`config.mk`:
```
export PLATFORM = sky130hd
export DESIGN_NAME = banner_column_reader
export DESIGN_NICKNAME = d
export VERILOG_FILES = /design/src/rtl/banner_column_reader.sv
export SDC_FILE = /design/constraint.sdc
export NUM_CORES = 1
export LEC_CHECK = 0
export ABC_AREA = 1
export BUFFER_PORTS_ARGS = -buffer_cell sky130_fd_sc_hd__buf_2
export CAP_MARGIN = 20
export CORE_ASPECT_RATIO = 1.2
export CORE_MARGIN = 1.5
export CORE_UTILIZATION = 35
export DETAILED_ROUTE_END_ITERATION = 6
export GPL_TIMING_DRIVEN = 1
export PLACE_DENSITY = 0.54
export SYNTH_ARGS = -nofsm -noshare
export SYNTH_HDL_FRONTEND = slang
export SYNTH_SLANG_ARGS = --single-unit
```
`constraint.sdc`:
```
create_clock -name clk -period 3.1 [get_ports clk]
set_input_delay 0.62 -clock clk [delete_from_list [all_inputs] [get_ports clk]]
set_output_delay 0.62 -clock clk [all_outputs]
set_load 0.03 [all_outputs]
```
`src/rtl/banner_column_reader.sv`:
```
// Reader for the banner row ROMs: fetches a WINDOW-row slice starting at a
// scroll base and hands each row downstream over a valid/ready handshake.
module banner_column_reader #(
    parameter int unsigned ROW_WIDTH = 57,
    parameter int unsigned NUM_ROWS  = 129,
    parameter int unsigned ADDR_W    = 8,
    parameter int unsigned WINDOW    = 32,
    parameter int unsigned ROM_LAT   = 1
) (
    input  logic                 clk,
    input  logic                 rst_n,
    input  logic                 start,
    input  logic                 scroll_en,
    output logic [ADDR_W-1:0]    rom_address,
    input  logic [ROW_WIDTH-1:0] rom_data,
    output logic [ROW_WIDTH-1:0] col_data,
    output logic [ADDR_W-1:0]    col_index,
    output logic                 col_valid,
    input  logic                 col_ready,
    output logic                 busy,
    output logic                 frame_done
);

    localparam int unsigned CNT_W = $clog2(ROM_LAT + 2);
    localparam int unsigned SUM_W = ADDR_W + 1;

    typedef enum logic [2:0] {
        S_IDLE,
        S_ISSUE,
        S_WAIT,
        S_PRESENT,
        S_DONE
    } state_e;

    state_e               state_q;
    logic [ADDR_W-1:0]    base_q;
    logic [ADDR_W-1:0]    idx_q;
    logic [CNT_W-1:0]     wait_cnt_q;
    logic [ADDR_W-1:0]    rom_address_q;
    logic [ROW_WIDTH-1:0] col_data_q;
    logic [ADDR_W-1:0]    col_index_q;
    logic                 col_valid_q;
    logic                 busy_q;
    logic                 frame_done_q;

    logic [SUM_W-1:0]     addr_sum_d;
    logic [ADDR_W-1:0]    addr_wrap_d;

    // (base + idx) mod NUM_ROWS; both operands are below NUM_ROWS so one subtract suffices
    always_comb begin
        addr_sum_d  = SUM_W'(base_q) + SUM_W'(idx_q);
        addr_wrap_d = ADDR_W'(addr_sum_d);
        if (addr_sum_d >= SUM_W'(NUM_ROWS)) begin
            addr_wrap_d = ADDR_W'(addr_sum_d - SUM_W'(NUM_ROWS));
        end
    end

    always_ff @(posedge clk or negedge rst_n) begin
        if (!rst_n) begin
            state_q       <= S_IDLE;
            base_q        <= '0;
            idx_q         <= '0;
            wait_cnt_q    <= '0;
            rom_address_q <= '0;
            col_data_q    <= '0;
            col_index_q   <= '0;
            col_valid_q   <= 1'b0;
            busy_q        <= 1'b0;
            frame_done_q  <= 1'b0;
        end else begin
            frame_done_q <= 1'b0;
            case (state_q)
                S_IDLE: begin
                    if (start) begin
                        busy_q  <= 1'b1;
                        idx_q   <= '0;
                        state_q <= S_ISSUE;
                    end
                end
                S_ISSUE: begin
                    rom_address_q <= addr_wrap_d;
                    wait_cnt_q    <= '0;
                    state_q       <= S_WAIT;
                end
                // One cycle for the ROM's address register, ROM_LAT more for data
                S_WAIT: begin
                    if (wait_cnt_q == CNT_W'(ROM_LAT)) begin
                        col_data_q  <= rom_data;
                        col_index_q <= idx_q;
                        col_valid_q <= 1'b1;
                        wait_cnt_q  <= '0;
                        state_q     <= S_PRESENT;
                    end else begin
                        wait_cnt_q <= wait_cnt_q + CNT_W'(1);
                    end
                end
                S_PRESENT: begin
                    if (col_ready) begin
                        col_valid_q <= 1'b0;
                        if (idx_q == ADDR_W'(WINDOW - 1)) begin
                            state_q <= S_DONE;
                        end else begin
                            idx_q   <= idx_q + ADDR_W'(1);
                            state_q <= S_ISSUE;
                        end
                    end
                end
                S_DONE: begin
                    frame_done_q <= 1'b1;
                    busy_q       <= 1'b0;
                    if (scroll_en) begin
                        base_q <= (base_q == ADDR_W'(NUM_ROWS - 1)) ? '0 : base_q + ADDR_W'(1);
                    end
                    state_q <= S_IDLE;
                end
                default: state_q <= S_IDLE;
            endcase
        end
    end

    assign rom_address = rom_address_q;
    assign col_data    = col_data_q;
    assign col_index   = col_index_q;
    assign col_valid   = col_valid_q;
    assign busy        = busy_q;
    assign frame_done  = frame_done_q;

endmodule

```
# --- After elaboration in Yosys (flattened, before gate mapping) ---
# Index checks and enable logic that the tools add are counted.
word_totals:
  in_bits: 62
  wordCells: 57
  out_inout_bits: 76
  reg_bits: 97
op_classes:
  muxes: 19
  n_reduce_logical: 11
  magnitude_cmp: 1
  addsub: 5
  n_eq_ne: 11
op_table:
  columns: ["operator", "n"]
  rows:
  - ["two-way mux 8 bit", 5]
  - ["adder 8 x 1 -> 8 bit (second input constant)", 2]
  - ["case mux 8 bit (2 select lines)", 1]
  - ["two-way mux 3 bit", 4]
  - ["case mux 3 bit (4 select lines)", 1]
  - ["adder 8 x 8 -> 9 bit", 1]
  - ["greater-or-equal comparator 9 x 8 -> 1 bit (second input constant)", 1]
  - ["== test 8 x 5 -> 1 bit (second input constant)", 1]
  - ["== test 8 bit (second input constant)", 1]
  - ["!= test 2 bit (second input constant)", 4]
  - ["nonzero test 2 bit", 4]
  - ["subtractor 8 bit (second input constant)", 1]
  - ["== test 3 x 2 -> 1 bit (second input constant)", 2]
  - ["AND reduction 2 bit", 3]
  - ["AND reduction 3 bit", 2]
  - ["two-way mux 1 bit", 4]
  - ["case mux 1 bit (2 select lines)", 2]
  - ["case mux 2 bit (2 select lines)", 1]
  - ["AND reduction 4 bit", 1]
  - ["== test 3 x 1 -> 1 bit (second input constant)", 1]
  - ["== test 3 bit (second input constant)", 1]
  - ["zero test 3 bit", 1]
  - ["adder 2 x 1 -> 2 bit (second input constant)", 1]
  - ["== test 2 x 1 -> 1 bit (second input constant)", 1]
  - ["two-way mux 2 bit", 1]

# --- Longest topological paths before layout ---
logic_depth:
  word_depth: 4
  depth_mapped: 17
  ltp_nobuf: 17

# --- Worst setup path before layout ---
# OpenSTA, ideal clock, no wires.
synth_path:
  kind: "reg-to-reg"
  startpoint: "reg base_q[0]"
  endpoint: "reg rom_address_q[4], in the netlist rom_address[4]"
  required_time_ps: 2983
  stages_incl_launch_ff: 15
  setup_ps: 117
  slack_ps: 952
  period_less_slack_ps: 2148
  t_arrival_ps: 2031
  cell_sequence: "dfrtp_1 -> ha_1 -> inv_1 -> fa_1 -> nand2_1 -> nor2_2 -> nand3_2 -> nor2_4 -> nand3_2 -> nand2_4 -> nand3_4 -> nand2_1 -> nand2_1 -> nand2_1 -> nand2_1"
synth_via:
  elab_chain_cells: 3
  word_cells_on_any_way: 4
  classes_between: "2 x add/sub; 1 x order compare; 1 x mux"
synth_rtl:
  columns: ["element", "line_no", "source"]
  rows:
  - ["from (decl)", "36", "logic [ADDR_W-1:0] base_q;"]
  - ["from (signal assigned)", "112", "base_q <= (base_q == ADDR_W'(NUM_ROWS - 1)) ? '0 : base_q + ADDR_W'(1);"]
  - ["adder 8 x 8 -> 9 bit (*)", "51", "addr_sum_d = SUM_W'(base_q) + SUM_W'(idx_q);"]
  - ["subtractor 8 bit / greater-or-equal comparator 9 x 8 -> 1 bit (equally long branches)", "54, 53", null]
  - ["two-way mux 8 bit (*)", "53", "if (addr_sum_d >= SUM_W'(NUM_ROWS)) begin"]
  - ["to (signal assigned)", "81", "rom_address_q <= addr_wrap_d;"]
  - ["to (decl)", "39", "logic [ADDR_W-1:0] rom_address_q;"]
# Mark *: on every way between the ends. The rest lies on a longest branch, timed or not.
# A chain may end at the register's enable or synchronous reset.

# --- Worst setup path after layout ---
layout_path:
  startpoint: "reg base_q[0]"
  endpoint: "reg rom_address_q[5], in the netlist rom_address[5]"
# Same word-level chain as after synthesis.

==> summary.md <==
| Metric | Value |
|---|---|
| Clock slew at reported path FFs | `~70 ps` |
| Commonest non-fill, non-tap cell in the layout | `buf_2` |
| Final #Nets | `~670` |
| Final HPWL DP | `between 8000 and 9000 um` |
| Reg2reg setup slack | `710 ps` |
| Yosys top cell by area | `dfrtp_1` |
| Number of hold buffers added after CTS | `0` |
| 1st-iter DRT viols | `178` |
| Setup Fix Bufs, Post-CTS | `0` |
| Worst setup path class | `flop to flop` |
| Synthesized flop and latch total | `97` |
| Placed insts | `around 750` |
| Die ar. | `14,100 um^2` |
| Area delta synth->final | `25.5%` |
| Drt wl/cell | `13.8 um` |
| Clock power share | `20.3%` |
| Max IR drop VDD | `between 0.5 and 0.6 mV` |
| DRT Pass-1 Iters | `4` |
| Port bufs | `137` |
| CTS Root Cell | `clkbuf_16` |
| Net Switching | `2.55 mW` |
| Die Y | `about 130 um` |
| Max-slew violations | `0` |
| Pin count of the biggest net entering global routing | `a little under 70` |
| Worst slew margin | `roughly 60%` |
| Setup violations, final | `0` |
| Synth warnings | `0` |
| Syn_area_per_cell | `approximately 10 um^2` |
| Top_reg_cell synth | `dfrtp_1` |
| TritonCTS buffer count | `9` |
| Synth top area share | `between 50% and 60%` |
| Die extent in x | `109 um` |
| Finished Core Util | `about 45%` |
| Syn Nets | `approximately 530` |
| Synth area leaders | `dfrtp_1 (52%), mux2_2 (14%), nand2_1 (7.9%)` |
| Final TNS setup | `0 ps` |
| Max-cap viol count | `0` |
| Max Root-Sink Buffers | `2` |
| CTS tree | `built` |
| Most frequent cells in the layout | `buf_2 (136), nand2_1 (98), dfrtp_1 (97), mux2_2 (57), inv_1 (34)` |
| Post-place instance area | `5550 um^2` |
| Pleak | `approximately 3.0 nW` |
| Net Sw Frac | `42.5%` |
| Tightest Pin Transition | `around 590 ps` |
| GR Util All Layers | `15.2%` |
| Int Power | `roughly 3.5 mW` |
| Final period util | `77.0%` |
| Register area share after synthesis | `about half` |
| Hold Vio Cnt, Final | `0` |
| Cells after Synth | `449` |
| HP Class | `input port to async pin` |
| EDFF count, synth | `0` |
| CTS resizes | `0` |
| Std cell rows | `46` |
| Final Instance Area | `5880 um^2` |
| IO Pins | `138` |
| Setup crit start kind | `flop` |
| RSZ-0062 raised after global routing | `false` |
| Cell Count, Final, Fillers Out | `between 700 and 800` |
| Post-DRT Antenna Nets | `0` |
| Detailed Route WL | `10,500 um` |
| Ys async rst share | `100%` |
| Register share of total power | `between 30% and 40%` |
| DR vias/cell | `4.60` |
| Critical Path Fanout Max | `9` |
| Htree depth | `3` |
| DR DRC count | `0` |
| Reg2Reg Depth | `14` |
| Worst EP arrival | `2610 ps` |
| Max Clk Rate | `0.419 GHz` |
| First-pass GRT wire length | `16,600 um` |
| Core box area | `roughly 13,000 um^2` |
| Min cycle time layout | `roughly 2400 ps` |
| Worst setup path startpoint | `base_q[0]` |
| Critical path endpoint category | `flop` |
| Diode count | `0` |
| Sink Count | `a little under 100` |
| Crit path required time | `approximately 3300 ps` |
| Comb pwr share | `between 40% and 50%` |
| Clk Latency, worst-skew pair | `340 ps` |
| Gr ovfl total | `0` |
| Pwr dens | `~1000 nW/um^2` |
| R2R Path Start | `base_q[0]` |
| Synthesized cell area | `about 4700 um^2` |
| Initial antenna violation count | `0` |
| Number of global-route vias before repair | `3,345` |
| Placer Congestion | `~0.8` |
| Initial core utilization | `a little over a third` |
| DR vias | `between 3,000 and 4,000` |
| Yosys cell types | `40` |
| Setup Skew | `slightly above 8 ps` |
| Status | `finished clean` |
| Fraction of layout cells with a size suffix above 1 | `a little over two fifths` |
layer usage:
layer	GRT usage [%]	wire, um	vias up
li1	-	-	1780
met1	18.6	4460	1636
met5	0	0	-
met2	25.9	5280	91
met3	3.85	656	9
met4	5.57	147	0
cells by family after synthesis:
family | Yosys count | synth area share [%]
AOI/OAI and AO/OA | 38 | 4.73
xor gates and xnor gates | 6 | 1.12
adders and majority gates | 14 | 3.90
buffers and inverters | 52 | 5.15
DFF | 97 | 51.8
muxes | 57 | 13.7
and+or+nand+nor | 185 | 19.6
through the flow:
stage	worst slack, ps	hold WS [ps]	power (mW)
after global placement	807	457	4.79
after global routing	453	241	6.41
after CTS	710	216	6.09
final	712	210	6.01
after detailed placement	715	461	4.84
after floorplan	952	324	4.07
registers in the layout, indices dropped and copies added (netlist names):
signal	count
frame_done	1
state_q	3
col_valid	1
base_q	8
idx_q	8
wait_cnt_q	2
busy	1
col_index	8
col_data	57
rom_address	8
power by group through the flow:
stage | Clock [mW] | Combinational, mW | Sequential (mW)
finish | 1.22 | 2.81 | 1.97
global route | 1.32 | 3.05 | 2.05
CTS | 1.27 | 2.84 | 1.98
detailed placement | 0 | 2.84 | 2.00
global placement | 0 | 2.80 | 1.99
floorplan | 0 | 1.16 | 2.91
cell usage after synthesis (4+ instances only):
cell	number
nand3_1	25
inv_2	7
nand3_2	4
o21ai_0	19
buf_6	5
ha_1	13
dfrtp_1	97
nor3_1	7
a21oi_1	8
inv_1	34
nand2_2	6
nand4_1	10
nor2_1	15
nor2_2	5
xor2_1	4
mux2_2	57
nand2_1	99
worst paths after layout:
path	end
hold reg to reg	rom_address[7]
hold / removal	rom_address[7]
setup reg to reg	rom_address[5]
setup / recovery	rom_address[5]
min in group clk	rom_address[7]
max in group asynchronous	col_data[43]
worst max-delay path: stages, from the launching register on:
cell,delay [ps]
dfrtp_1,400
ha_1,210
inv_1,60
fa_1,560
nand2_1,100
nor2_2,120
nand3_2,110
nor2_4,120
nand3_2,100
nand2_4,130
nand3_4,120
nand2_1,80
nand2_1,50
nand2_1,50
nand2_1,50
final cells by class:
type	instances	area, um^2
fill	1260	7240
sequential	97	2430
multi-input combinational	300	2020
timing repair buffer	141	731
clock buffer	11	243
tap	168	210
inverter	43	161
clock inverter	5	87.6
No activity file was read; power rests on OpenSTA's default activity.
